===== src/rtl/ifu_pkg.sv =====
// Shared definitions for the instruction fetch unit: FSM state
// encoding, sequential PC step and the NOP used for empty slots.
package ifu_pkg;

    typedef enum logic [1:0] {
        FETCH  = 2'd0,
        SQUASH = 2'd1,
        HOLD   = 2'd2
    } ifu_state_e;

    localparam int          PC_STEP   = 4;
    localparam logic [31:0] NOP_INSTR = 32'h0;

endpackage


===== src/rtl/ifu_hold_buffer.sv =====
// One-entry {instruction, pc} buffer that parks a fetched word while
// decode stalls.
// Ports: clk, reset (async, active-high); write loads wr_instr/wr_pc;
// read consumes the entry; clear empties it; rd_instr/rd_pc present
// the entry (NOP / 0 when empty).
module ifu_hold_buffer
    import ifu_pkg::*;
#(
    parameter int PC_WIDTH = 9
) (
    input  logic                clk,
    input  logic                reset,
    input  logic                write,
    input  logic                read,
    input  logic                clear,
    input  logic [31:0]         wr_instr,
    input  logic [PC_WIDTH-1:0] wr_pc,
    output logic [31:0]         rd_instr,
    output logic [PC_WIDTH-1:0] rd_pc
);

    logic                valid;
    logic [31:0]         instr_q;
    logic [PC_WIDTH-1:0] pc_q;

    always_ff @(posedge clk or posedge reset) begin
        if (reset) begin
            valid   <= 1'b0;
            instr_q <= NOP_INSTR;
            pc_q    <= '0;
        end else if (clear) begin
            valid   <= 1'b0;
            instr_q <= NOP_INSTR;
            pc_q    <= '0;
        end else if (write) begin
            valid   <= 1'b1;
            instr_q <= wr_instr;
            pc_q    <= wr_pc;
        end else if (read) begin
            valid   <= 1'b0;
        end
    end

    assign rd_instr = valid ? instr_q : NOP_INSTR;
    assign rd_pc    = valid ? pc_q : '0;

endmodule


===== src/rtl/if_fetch_unit.sv =====
// Instruction fetch unit: drives imem requests, feeds IF/ID, handles
// decode stalls (HOLD) and branch redirects (SQUASH).
// Ports: clk, reset (async, active-high), stall, redirect/redirect_pc,
// imem_req/imem_addr/imem_ready/imem_rdata, load_enable,
// instruction_out, pc_out.
// Optional macro IFU_DELAY_SLOT_EN: the word in flight or buffered when
// a redirect arrives is delivered once as a delay slot.
module if_fetch_unit
    import ifu_pkg::*;
#(
    parameter int                  PC_WIDTH = 9,
    parameter logic [PC_WIDTH-1:0] PC_RESET = '0
) (
    input  logic                clk,
    input  logic                reset,
    input  logic                stall,
    input  logic                redirect,
    input  logic [PC_WIDTH-1:0] redirect_pc,
    output logic                imem_req,
    output logic [PC_WIDTH-1:0] imem_addr,
    input  logic                imem_ready,
    input  logic [31:0]         imem_rdata,
    output logic                load_enable,
    output logic [31:0]         instruction_out,
    output logic [PC_WIDTH-1:0] pc_out
);

    ifu_state_e          state, state_n;
    logic [PC_WIDTH-1:0] fetch_pc, fetch_pc_n;
    logic [PC_WIDTH-1:0] pending_pc, pending_pc_n;
    logic [PC_WIDTH-1:0] target, seq_pc;
    logic                hs, deliver;
    logic                buf_wr, buf_rd, buf_clr;
    logic [31:0]         deliver_instr, buf_instr;
    logic [PC_WIDTH-1:0] deliver_pc, buf_pc;

    // Reset gates the request so nothing is issued while held.
    assign imem_req  = ~reset & (state != HOLD);
    assign imem_addr = fetch_pc;
    assign hs        = imem_req & imem_ready;
    assign seq_pc    = fetch_pc + PC_WIDTH'(PC_STEP);

    ifu_hold_buffer #(
        .PC_WIDTH (PC_WIDTH)
    ) u_hold (
        .clk      (clk),
        .reset    (reset),
        .write    (buf_wr),
        .read     (buf_rd),
        .clear    (buf_clr),
        .wr_instr (imem_rdata),
        .wr_pc    (fetch_pc),
        .rd_instr (buf_instr),
        .rd_pc    (buf_pc)
    );

    always_ff @(posedge clk or posedge reset) begin
        if (reset) begin
            state           <= FETCH;
            fetch_pc        <= PC_RESET;
            pending_pc      <= '0;
            load_enable     <= 1'b0;
            instruction_out <= NOP_INSTR;
            pc_out          <= '0;
        end else begin
            state       <= state_n;
            fetch_pc    <= fetch_pc_n;
            pending_pc  <= pending_pc_n;
            load_enable <= deliver;
            if (deliver) begin
                instruction_out <= deliver_instr;
                pc_out          <= deliver_pc;
            end
        end
    end

    always_comb begin
        state_n       = state;
        fetch_pc_n    = fetch_pc;
        pending_pc_n  = pending_pc;
        target        = pending_pc;
        deliver       = 1'b0;
        deliver_instr = imem_rdata;
        deliver_pc    = fetch_pc;
        buf_wr        = 1'b0;
        buf_rd        = 1'b0;
        buf_clr       = 1'b0;
        unique case (state)
            FETCH: begin
                if (redirect) begin
                    if (hs) begin
                        fetch_pc_n = redirect_pc;
`ifdef IFU_DELAY_SLOT_EN
                        if (stall) begin
                            buf_wr  = 1'b1;
                            state_n = HOLD;
                        end else begin
                            deliver = 1'b1;
                        end
`endif
                    end else begin
                        pending_pc_n = redirect_pc;
                        state_n      = SQUASH;
                    end
                end else if (hs) begin
                    fetch_pc_n = seq_pc;
                    if (stall) begin
                        buf_wr  = 1'b1;
                        state_n = HOLD;
                    end else begin
                        deliver = 1'b1;
                    end
                end
            end
            SQUASH: begin
                // A fresh redirect replaces the pending target.
                target = redirect ? redirect_pc : pending_pc;
                if (hs) begin
                    fetch_pc_n = target;
                    state_n    = FETCH;
`ifdef IFU_DELAY_SLOT_EN
                    if (stall) begin
                        buf_wr  = 1'b1;
                        state_n = HOLD;
                    end else begin
                        deliver = 1'b1;
                    end
`endif
                end else begin
                    pending_pc_n = target;
                end
            end
            HOLD: begin
                if (redirect) begin
                    fetch_pc_n = redirect_pc;
`ifdef IFU_DELAY_SLOT_EN
                    if (!stall) begin
                        deliver       = 1'b1;
                        deliver_instr = buf_instr;
                        deliver_pc    = buf_pc;
                        buf_rd        = 1'b1;
                        state_n       = FETCH;
                    end
`else
                    buf_clr = 1'b1;
                    state_n = FETCH;
`endif
                end else if (!stall) begin
                    deliver       = 1'b1;
                    deliver_instr = buf_instr;
                    deliver_pc    = buf_pc;
                    buf_rd        = 1'b1;
                    state_n       = FETCH;
                end
            end
            default: begin
                state_n = FETCH;
            end
        endcase
    end

endmodule


===== config.mk =====
export PLATFORM = sky130hd
export DESIGN_NAME = if_fetch_unit
export DESIGN_NICKNAME = d
export VERILOG_FILES = /design/src/rtl/ifu_pkg.sv /design/src/rtl/ifu_hold_buffer.sv /design/src/rtl/if_fetch_unit.sv
export SDC_FILE = /design/constraint.sdc
export NUM_CORES = 1
export LEC_CHECK = 0
export BUFFER_PORTS_ARGS = -buffer_cell sky130_fd_sc_hd__buf_2
export CAP_MARGIN = 20
export CORE_UTILIZATION = 38
export CTS_CLUSTER_DIAMETER = 150
export CTS_CLUSTER_SIZE = 40
export DETAILED_ROUTE_END_ITERATION = 10
export PLACE_DENSITY = 0.63
export SLEW_MARGIN = 20
export SYNTH_ARGS = -nofsm -noshare
export SYNTH_HDL_FRONTEND = slang
export SYNTH_SLANG_ARGS = --single-unit

===== constraint.sdc =====
create_clock -name clk -period 3.8 [get_ports clk]
set_clock_uncertainty 0.2 [all_clocks]
set_input_delay 0.57 -clock clk [delete_from_list [all_inputs] [get_ports clk]]
set_output_delay 0.57 -clock clk [all_outputs]
set_load 0.02 [all_outputs]

==> results of run 1 <==
-- synth_stat cells, types with 2 or more instances --
cell type / number
dfrtp_1: 104
nor4_1: 2
buf_1: 2
nand3_1: 26
nand2b_1: 2
nand2_1: 131
o21ai_1: 2
ha_1: 4
and2_1: 2
a21boi_0: 2
and3_1: 42
buf_2: 7
inv_1: 10
nand4_1: 2
a22o_1: 5
a31oi_1: 3
nor2_1: 7
o21a_1: 2
mux2_2: 13
o22ai_1: 2
clkbuf_1: 31
o21ai_0: 50
a221o_1: 2
nor2b_1: 3
a21oi_1: 69
-- logic make-up (layout without fill, tap and decap cells) --
kind of cell	count (synthesis)	after routing	synth area share, %
simple gates	224	224	21.5
compound gates	143	143	16.2
flops	104	104	53.7
buf+inv	51	130	4.21
mux	14	14	3.23
fa+ha+maj	4	4	1.03
xor+xnor	1	1	0.181
-- routing by layer --
layer  wire, um  vias up  part of all wire, %
met5          0        -                    0
li1           -     2012                    -
met4        263        0                  2.2
met3        570       19                  4.9
met1       5540     1942                   47
met2       5360      118                   46
-- power groups by stage --
stage	Combinational (mW)	Sequential [mW]	Clock [mW]
global route	1.87	2.04	1.06
detailed placement	1.68	2.00	0
global placement	1.65	1.97	0
CTS	1.69	1.98	1.02
finish	1.68	1.98	0.994
floorplan	0.950	2.16	0
-- worst max path at each step --
| stage | cells after the start | slack (ps) | startpoint | endpoint |
|---|---|---|---|---|
| CTS | 7 | 870 | state[0]$_DFFE_PP0P_ | u_hold.instr_q[29]$_DFFE_PP0P_ |
| global route | 7 | 650 | state[0]$_DFFE_PP0P_ | u_hold.instr_q[11]$_DFFE_PP0P_ |
| finish | 7 | 880 | state[0]$_DFFE_PP0P_ | u_hold.instr_q[29]$_DFFE_PP0P_ |
| global placement | 7 | 1040 | state[0]$_DFFE_PP0P_ | u_hold.instr_q[17]$_DFFE_PP0P_ |
| floorplan | 1 | 300 | reset | imem_addr[0]$_DFFE_PP0P_ |
| detailed placement | 7 | 880 | state[0]$_DFFE_PP0P_ | u_hold.instr_q[29]$_DFFE_PP0P_ |
-- state kept, by name (all words and copies together) (netlist names) --
signal           flops
pc_out               9
load_enable          1
u_hold.valid         1
imem_addr            9
u_hold.instr_q      32
instruction_out     32
u_hold.pc_q          9
state                2
pending_pc           9
-- cells in the final DEF (no fill, tap or decap), types with 3 or more instances in the layout --
master	Yosys	routed
dfrtp_1	104	103
buf_4	1	6
nor2b_1	3	3
clkbuf_1	31	3
buf_2	7	97
inv_1	10	9
nand3_1	26	26
nor2_1	7	7
clkbuf_16	0	9
nand2_1	131	131
o21ai_0	50	49
a31oi_1	3	3
a22o_1	5	5
ha_1	4	4
a21oi_1	69	69
and3_1	42	42
mux2_2	13	13
-- area by class of cell --
type	count	area (um2)
clock buffer	13	250
fill	1205	6430
multi-input combinational	386	2060
clock inverter	3	65.1
sequential	104	2600
tap	168	210
inverter	10	40.0
timing repair buffer	104	551
-- through the flow --
step | setup WS (ps) | power, mW
2_1_floorplan | 298 | 3.11
3_3_place_gp | 1040 | 3.62
3_5_place_dp | 879 | 3.68
4_1_cts | 866 | 4.69
5_1_grt | 652 | 4.97
6_report | 884 | 4.65
==> flow_metrics.env, run 1 <==
export IMPL_outcome="completed"
export IMPL_viasPerCell=5.19
export IMPL_numCtsBuffers=9
export IMPL_cts_buffer_depth=2
export IMPL_p_per_area_mw_per_mm2=804
export IMPL_slew_headroom_pct=43.0
export IMPL_synth_area_top_cells="dfrtp_1 (54%), nand2_1 (10%), a21oi_1 (7.1%)"
export IMPL_crit_chain="inv_1 > ha_1 > nor4bb_1 > nand2_1 > buf_4 > nand2_1 > a21oi_1"
export IMPL_yosysTopAreaCellShare_pct=53.7
export IMPL_critical_path_max_stage_delay_ps=670
export IMPL_fin_crit_ps=2920
export IMPL_cp_common_cell="nand2_1"
export IMPL_start_kind="register"
export IMPL_synth_enable_flop_cells=0
export IMPL_comb_power_share_pct=36.0
export IMPL_die_y_um=115
export IMPL_p_sw_share_pct=38.4
export IMPL_n_antenna_cell=0
export IMPL_slew_violations=0
export IMPL_leakage_nw=2.95
export IMPL_drt_wl_total_mm=11.7
export IMPL_period_share_pct=76.7
export IMPL_synth_cells=541
export IMPL_worstSetupPathType="reg2reg"
export IMPL_top_level_ports=98
export IMPL_placed_area_mm2=0.00546
export IMPL_design_area_mm2=0.00578
export IMPL_yosys_area_top_type="dfrtp_1"
export IMPL_ys_types=41
export IMPL_syn2layout_area_growth_pct=19.3
export IMPL_path_delay_family="simple AND/OR/NAND/NOR gates"
export IMPL_worst_endpoint_required_ps=3800
export IMPL_final_nets=665
export IMPL_grt_pass1_vias=3793
export IMPL_cts_root_buffer="clkbuf_16"
export IMPL_die_area_mm2=0.0132
export IMPL_power_internal_mw=2.86
export IMPL_r2r_cells=7
export IMPL_track_usage_pct=18.6
export IMPL_grt_util_met1_pct=25.7
export IMPL_fin_cells=788
export IMPL_fin_util_pct=47.3
export IMPL_dp_cells=772
export IMPL_hold_viol=0
export IMPL_die_w_um=115
export IMPL_post_cts_resized=0
export IMPL_grt_use_met2_pct=28.2
export IMPL_row_count=40
export IMPL_rr_startpoint="state[0]$_DFFE_PP0P_"
export IMPL_rrSetupSlack_ps=880
export IMPL_synth_area_mm2=0.00485
export IMPL_h_tree_depth=3
export IMPL_reg2reg_to="u_hold.instr_q[29]$_DFFE_PP0P_"
export IMPL_hpwl_mm=7.83
export IMPL_critPathCaptureType="register"
export IMPL_ys_ff_latch=104
export IMPL_ys_seq_area_share_pct=53.7
export IMPL_crit_path_max_fanout=32
export IMPL_grt_max_degree=55
export IMPL_drt_pass1_iter_count=5
export IMPL_hold_class="in2async"
export IMPL_top_usage_layer="met2"
export IMPL_ys_flop_type="dfrtp_1"
export IMPL_clk_latency_ps=350
export IMPL_drcViolationCount=0
export IMPL_drtIter0Drc=287
export IMPL_use_met3_pct=3.43
export IMPL_grt_overflow=0
export IMPL_core_mm2=0.0122
export IMPL_cp_slowest_cell="nor4bb_1"
export IMPL_cp_num_buf_inv=2
export IMPL_max_cap_violations=0
export IMPL_via_count=4091
export IMPL_synth_fp_nets=591
export IMPL_max_freq_ghz=0.343
export IMPL_cts_setup_buffers=0
export IMPL_holdWs_ps=180
export IMPL_synth_area_per_cell_um2=8.96
export IMPL_avgRoutedWirePerCell_um=14.9
export IMPL_antenna_found_initial=0
export IMPL_rsz0062_at_grt="false"
export IMPL_portBuffers=97
export IMPL_power_switching_mw=1.78
export IMPL_routabilityCongestion=0.851
export IMPL_peakVddDrop_uv=383
export IMPL_async_flop_share_pct=100
export IMPL_clk_pin_slew_worst_paths_ps=60
export IMPL_cts_hold_buf=0
export IMPL_drive_gt1_share_pct=22.1
export IMPL_finalSetupTns_ps=0
export IMPL_cts_num_sinks=104
export IMPL_grt_pass1_wl_mm=19.0
export IMPL_initial_core_util_pct=39.7
export IMPL_p_seq_share_pct=42.6
export IMPL_detail_route_antenna_nets=0
export IMPL_worstMarginPinSlew_ps=853
export IMPL_ys_warn_count=0
export IMPL_p_clk_share_pct=21.4
export IMPL_worstPathArrival_ps=2920
export IMPL_cts_tree="done"
export IMPL_finalSetupViolations=0
Note: power is estimated with default switching activity, not from simulation.
==> run 2: changes to the inputs <==
--- a/config.mk
+++ b/config.mk
@@ -5,13 +5,14 @@
 export SDC_FILE = /design/constraint.sdc
 export NUM_CORES = 1
 export LEC_CHECK = 0
+export ABC_AREA = 1
 export BUFFER_PORTS_ARGS = -buffer_cell sky130_fd_sc_hd__buf_2
 export CAP_MARGIN = 20
 export CORE_UTILIZATION = 38
 export CTS_CLUSTER_DIAMETER = 150
 export CTS_CLUSTER_SIZE = 40
 export DETAILED_ROUTE_END_ITERATION = 10
-export PLACE_DENSITY = 0.63
+export PLACE_DENSITY = 0.62
 export SLEW_MARGIN = 20
 export SYNTH_ARGS = -nofsm -noshare
 export SYNTH_HDL_FRONTEND = slang
==> constraint.sdc (replaced) <==
create_clock -name clk -period 2.7 [get_ports clk]
set_clock_uncertainty 0.2 [all_clocks]
set_input_delay 0.405 -clock clk [delete_from_list [all_inputs] [get_ports clk]]
set_output_delay 0.405 -clock clk [all_outputs]
set_load 0.02 [all_outputs]
==> run 2 against run 1 <==
Against the previous run:
- die area is 6.5% higher
- sequential share of layout area is 2.5 points lower
- critical path depth is 2 higher
- register-to-register slack worse by 510 ps
- setup slack worse by 510 ps
- critical path type unchanged
- largest power group is now combinational logic
==> flow_metrics.env, run 2 <==
export IMPL_rsz0062_at_grt="false"
export IMPL_reg2reg_to="u_hold.pc_q[1]$_DFFE_PP0P_"
export IMPL_top_level_ports=98
export IMPL_final_nets=772
export IMPL_max_cap_violations=0
export IMPL_slew_violations=0
export IMPL_p_seq_share_pct=39.5
export IMPL_placed_area_mm2=0.00578
export IMPL_die_y_um=119
export IMPL_fin_crit_ps=2320
export IMPL_worstHoldPathCells=3
export IMPL_synth_common_cells="o21ai_0 (156), nand2_1 (133), dfrtp_1 (104), inv_1 (71), nand3_1 (52)"
export IMPL_drcViolationCount=0
export IMPL_h_tree_depth=3
export IMPL_comb_power_share_pct=39.6
export IMPL_rr_startpoint="state[0]$_DFFE_PP0P_"
export IMPL_drive_gt1_share_pct=18.5
export IMPL_n_antenna_cell=0
export IMPL_p_clk_share_pct=20.9
export IMPL_min_from="imem_rdata[16]"
export IMPL_cp_common_cell="inv_1"
export IMPL_finalSetupViolations=0
export IMPL_avgRoutedWirePerCell_um=13.8
export IMPL_grt_pass1_wl_mm=20.9
export IMPL_rrSetupSlack_ps=380
export IMPL_slew_headroom_pct=55.1
export IMPL_hold_viol=0
export IMPL_cp_slowest_cell="dfrtp_1"
export IMPL_multiInputGateArea_mm2=0.00208
export IMPL_fin_cells=902
export IMPL_clk_latency_ps=350
export IMPL_finalSetupTns_ps=0
export IMPL_hold_class="in2reg"
export IMPL_peakVddDrop_uv=491
export IMPL_grt_overflow=0
export IMPL_power_internal_mw=4.04
export IMPL_dp_cells=886
export IMPL_fill_cells=1337
export IMPL_critical_path_max_stage_delay_ps=430
export IMPL_whs_endpoint="u_hold.instr_q[16]$_DFFE_PP0P_"
export IMPL_async_flop_share_pct=100
export IMPL_ys_ff_latch=104
export IMPL_synth_enable_flop_cells=0
export IMPL_initial_core_util_pct=39.0
export IMPL_crit_chain="inv_1 > ha_1 > inv_1 > nor2_4 > nand4_4 > nand2_4 > buf_12 > nand3_1 > o21ai_0"
export IMPL_die_w_um=119
export IMPL_cts_root_buffer="clkbuf_16"
export IMPL_period_share_pct=86.0
export IMPL_synth_area_mm2=0.00517
export IMPL_ys_seq_area_share_pct=50.4
export IMPL_worstPathArrival_ps=2380
export IMPL_antenna_found_initial=0
export IMPL_via_count=4570
export IMPL_viasPerCell=5.07
export IMPL_max_freq_ghz=0.431
export IMPL_synth_area_top_cells="dfrtp_1 (50%), o21ai_0 (15%), nand2_1 (9.7%)"
export IMPL_numCtsBuffers=9
export IMPL_r2r_cells=9
export IMPL_grt_pass1_vias=4239
export IMPL_routabilityCongestion=0.854
export IMPL_grt_max_degree=96
export IMPL_critPathCaptureType="register"
export IMPL_layout_commonest_cell="o21ai_0"
export IMPL_drtIter0Drc=315
export IMPL_detail_route_antenna_nets=0
export IMPL_holdWs_ps=99.9
export IMPL_power_switching_mw=2.76
export IMPL_setup_slack_ps=378
export IMPL_seq_area_mm2=0.00260
export IMPL_ys_flop_type="dfrtp_1"
export IMPL_outcome="completed"
export IMPL_mostFrequentLayoutCells="o21ai_0 (156), nand2_1 (133), dfrtp_1 (104)"
export IMPL_core_mm2=0.0132
export IMPL_fin_util_pct=46.2
export IMPL_pre_cts_ws_ps=422
export IMPL_ys_warn_count=0
export IMPL_ys_types=28
export IMPL_drt_wl_total_mm=12.4
export IMPL_design_area_mm2=0.00611
export IMPL_yosysTopAreaCellShare_pct=50.4
export IMPL_start_kind="register"
export IMPL_synth_most_common_cell="o21ai_0"
export IMPL_crit_path_max_fanout=56
export IMPL_cts_tree="done"
export IMPL_syn2layout_area_growth_pct=18.3
export IMPL_clk_pin_slew_worst_paths_ps=70
export IMPL_leakage_nw=2.99
export IMPL_hpwl_mm=8.31
export IMPL_synth_cells=647
export IMPL_p_sw_share_pct=40.6
export IMPL_p_per_area_mw_per_mm2=1110
export IMPL_top_regs="instruction_out x32, u_hold.instr_q x32"
export IMPL_die_area_mm2=0.0141
export IMPL_cts_num_sinks=104
export IMPL_worstMarginPinSlew_ps=673
export IMPL_synth_area_per_cell_um2=7.98
export IMPL_synth_fp_nets=697
export IMPL_yosys_area_top_type="dfrtp_1"
export IMPL_worst_endpoint_required_ps=2760
export IMPL_drt_pass1_iter_count=5
export IMPL_portBuffers=97
export IMPL_row_count=42
export IMPL_worstSetupPathType="reg2reg"
export IMPL_track_usage_pct=18.7
export IMPL_p_total_mw=6.80
export IMPL_cts_buffer_depth=2
## run 2: cell types whose count changed in the layout (fill, tap and decap cells not counted), moves of 26 or more
cell | previous run | this run
o21ai_1 | 2 | 35
inv_1 | 9 | 70
a21oi_1 | 69 | 12
o21ai_0 | 49 | 156
and3_1 | 42 | 0
nand3_1 | 26 | 52
## run 2: worst max path at each step
stage / start / slack [ps] / endpoint / depth (start not counted)
floorplan: state[0]$_DFFE_PP0P_ / 750 / pc_out[1]$_DFFE_PP0P_ / 11
finish: state[0]$_DFFE_PP0P_ / 380 / u_hold.pc_q[1]$_DFFE_PP0P_ / 9
global placement: state[0]$_DFFE_PP0P_ / 500 / instruction_out[20]$_DFFE_PP0P_ / 8
global route: state[0]$_DFFE_PP0P_ / 190 / u_hold.pc_q[1]$_DFFE_PP0P_ / 9
CTS: state[0]$_DFFE_PP0P_ / 400 / u_hold.pc_q[1]$_DFFE_PP0P_ / 9
detailed placement: state[0]$_DFFE_PP0P_ / 420 / u_hold.pc_q[1]$_DFFE_PP0P_ / 9
## run 2: per-layer routing
layer | routed length [um] | up-vias | GRT usage, %
li1 | - | 2279 | -
met1 | 5860 | 2148 | 25.3
met2 | 5640 | 128 | 29.2
met3 | 675 | 15 | 3.67
met4 | 233 | 0 | 7.83
met5 | 0 | - | 0
## run 2: cell families after synthesis
kind of cell / count (synthesis) / synth area share, %
flip-flops: 104 / 50.4
AND/OR/NAND/NOR: 210 / 17.9
adder cells (fa/ha/maj): 4 / 0.969
AO/OA/AOI/OAI: 213 / 21.0
buffers and inverters: 116 / 9.66
## run 2: power groups by stage
stage	combinational (mW)	sequential [mW]	clock, mW
after global routing	3.03	2.78	1.52
final	2.70	2.69	1.42
after global placement	2.65	2.69	0
after floorplan	1.48	3.07	0
after CTS	2.73	2.69	1.46
after detailed placement	2.71	2.72	0
## run 2: what timing repair did
action | CTS | global route
setup buffers | 0 | 0
hold buffers | 1 | 0
hold endpoints to repair | 9 | 0
resized for setup | 0 | 0
## run 2: critical path, delay by kind of cell (launching register included)
family | cells | cell delay (ps)
buffers and inverters | 3 | 470
adder cells (fa/ha/maj) | 1 | 300
flip-flops | 1 | 430
AO/OA/AOI/OAI | 1 | 110
AND/OR/NAND/NOR | 4 | 700
## run 2: final cells by class
class	instances	share of cell area, %
clock inverters	5	1.29
inverters	72	4.48
multi-input cells	427	34.0
well taps	176	3.60
clock buffers	10	3.91
flip-flops and latches	104	42.6
repair buffers	108	10.2
==> run 3: changes to the inputs <==
--- a/config.mk
+++ b/config.mk
@@ -12,7 +12,7 @@
 export CTS_CLUSTER_DIAMETER = 150
 export CTS_CLUSTER_SIZE = 40
 export DETAILED_ROUTE_END_ITERATION = 10
-export PLACE_DENSITY = 0.62
+export PLACE_DENSITY = 0.58
 export SLEW_MARGIN = 20
 export SYNTH_ARGS = -nofsm -noshare
 export SYNTH_HDL_FRONTEND = slang
==> run 3 against run 2 <==
Against the previous run:
- die area unchanged
- design area shrank 0.76%
- largest cell class unchanged
- worst hold slack worse by 82 ps
- total power shrank 2.9%
- clock power is 13% lower
- first-iteration DRC count fell by 1.9%
- final cell count is the same
- wire length up 0.92%
- maximum frequency decreased by 1.1%
==> flow_metrics.env, run 3 (synthesized netlist as in run 2, its figures left out) <==
export IMPL_syn2layout_area_growth_pct=17.4
export IMPL_max_freq_ghz=0.426
export IMPL_path_delay_family="simple AND/OR/NAND/NOR gates"
export IMPL_worstPathArrival_ps=2420
export IMPL_crit_path_max_fanout=36
export IMPL_grt_max_degree=84
export IMPL_avgRoutedWirePerCell_um=13.9
export IMPL_final_nets=772
export IMPL_p_seq_share_pct=40.6
export IMPL_drt_pass1_iter_count=5
export IMPL_slew_headroom_pct=64.4
export IMPL_antenna_found_initial=0
export IMPL_worstSetupPathType="reg2reg"
export IMPL_holdWs_ps=17.9
export IMPL_peakVddDrop_uv=517
export IMPL_cts_tree="done"
export IMPL_top_regs="instruction_out x32, u_hold.instr_q x32"
export IMPL_cts_hold_buf=0
export IMPL_cts_setup_buffers=0
export IMPL_initial_core_util_pct=39.0
export IMPL_p_per_area_mw_per_mm2=1090
export IMPL_portBuffers=97
export IMPL_finalSetupTns_ps=0
export IMPL_cts_buffer_depth=2
export IMPL_clk_latency_ps=350
export IMPL_die_area_mm2=0.0141
export IMPL_comb_power_share_pct=40.8
export IMPL_layout_commonest_cell="o21ai_0"
export IMPL_post_cts_resized=0
export IMPL_row_count=42
export IMPL_grt_pass1_vias=4305
export IMPL_routabilityCongestion=0.853
export IMPL_power_internal_mw=3.85
export IMPL_top_level_ports=98
export IMPL_grt_overflow=0
export IMPL_clk_pin_slew_worst_paths_ps=70
export IMPL_critPathCaptureType="register"
export IMPL_p_sw_share_pct=41.8
export IMPL_drtIter0Drc=309
export IMPL_period_share_pct=87.0
export IMPL_drt_wl_total_mm=12.5
export IMPL_outcome="completed"
export IMPL_hold_class="in2async"
export IMPL_detail_route_antenna_nets=0
export IMPL_via_count=4555
export IMPL_finalSetupViolations=0
export IMPL_viasPerCell=5.05
export IMPL_worstMarginPinSlew_ps=534
export IMPL_leakage_nw=2.96
export IMPL_critical_path_max_stage_delay_ps=410
export IMPL_n_antenna_cell=0
export IMPL_rsz0062_at_grt="false"
export IMPL_die_y_um=119
export IMPL_drive_gt1_share_pct=18.5
export IMPL_fin_crit_ps=2350
export IMPL_cp_slowest_cell="dfrtp_1"
export IMPL_grt_pass1_wl_mm=21.2
export IMPL_cts_root_buffer="clkbuf_16"
export IMPL_numCtsBuffers=9
export IMPL_hpwl_mm=8.28
export IMPL_cp_num_buf_inv=2
export IMPL_cts_num_sinks=104
export IMPL_placed_area_mm2=0.00579
export IMPL_drcViolationCount=0
export IMPL_start_kind="register"
export IMPL_design_area_mm2=0.00607
export IMPL_h_tree_depth=3
export IMPL_core_mm2=0.0132
export IMPL_hold_viol=0
export IMPL_slew_violations=0
export IMPL_mostFrequentLayoutCells="o21ai_0 (156), nand2_1 (133), dfrtp_1 (104)"
export IMPL_track_usage_pct=18.8
export IMPL_worst_endpoint_required_ps=2770
export IMPL_p_clk_share_pct=18.6
export IMPL_power_switching_mw=2.76
export IMPL_crit_chain="inv_1 > ha_1 > nor2_8 > nand4_4 > nand2_4 > buf_12 > nand3_1 > o21ai_0"
export IMPL_max_cap_violations=0
export IMPL_die_w_um=119
## run 3: through the flow
step | power [mW] | util [%] | setup slack, ps | std cells
after floorplan | 4.54 | - | 750 | 647
after global placement | 5.33 | 43.7 | 506 | 887
after detailed placement | 5.41 | 43.7 | 403 | 887
after CTS | 6.67 | 45.8 | 373 | 902
after global routing | 7.17 | 45.8 | 150 | 902
final | 6.60 | 45.8 | 352 | 902
## run 3: final timing paths
check	from	endpoint	slack (ps)	cells past startpoint
worst max-delay path	state[0]$_DFFE_PP0P_	u_hold.instr_q[17]$_DFFE_PP0P_	350	8
worst min-delay path	reset	pending_pc[2]$_DFFE_PP0P_	20	3
worst max register to register	state[0]$_DFFE_PP0P_	u_hold.instr_q[17]$_DFFE_PP0P_	350	8
worst min register to register	instruction_out[2]$_DFFE_PP0P_	instruction_out[2]$_DFFE_PP0P_	280	2
max in group asynchronous	reset	u_hold.instr_q[26]$_DFFE_PP0P_	1930	3
min in group clk	imem_rdata[25]	u_hold.instr_q[25]$_DFFE_PP0P_	100	3
## run 3: tightest hold or removal path: stages
cell and delay (ps):
buf_2 150, clkinvlp_4 100, buf_12 320
## run 3: cell type report
| type | instances | area, um2 |
|---|---|---|
| fillers | 1360 | 7180 |
| flip-flops and latches | 104 | 2600 |
| multi-input cells | 427 | 2080 |
| repair buffers | 108 | 618 |
| inverters | 72 | 274 |
| clock buffers | 11 | 243 |
| well taps | 176 | 220 |
| clock inverters | 4 | 31.3 |
## run 3: power by group through the flow
stage | clock network, mW | registers [mW] | logic, mW
3_3_place_gp | 0 | 2.68 | 2.65
3_5_place_dp | 0 | 2.71 | 2.70
6_report | 1.23 | 2.68 | 2.69
5_1_grt | 1.33 | 2.78 | 3.06
2_1_floorplan | 0 | 3.07 | 1.48
4_1_cts | 1.27 | 2.68 | 2.72
## run 3: layer usage
layer	routed length, um	share of wire, %	GRT usage (%)	vias up
li1	-	-	-	2285
met1	5870	47	24.9	2106
met2	5720	46	30.0	142
met3	643	5.1	3.23	22
met4	284	2.3	8.86	0
met5	0	0	0	-
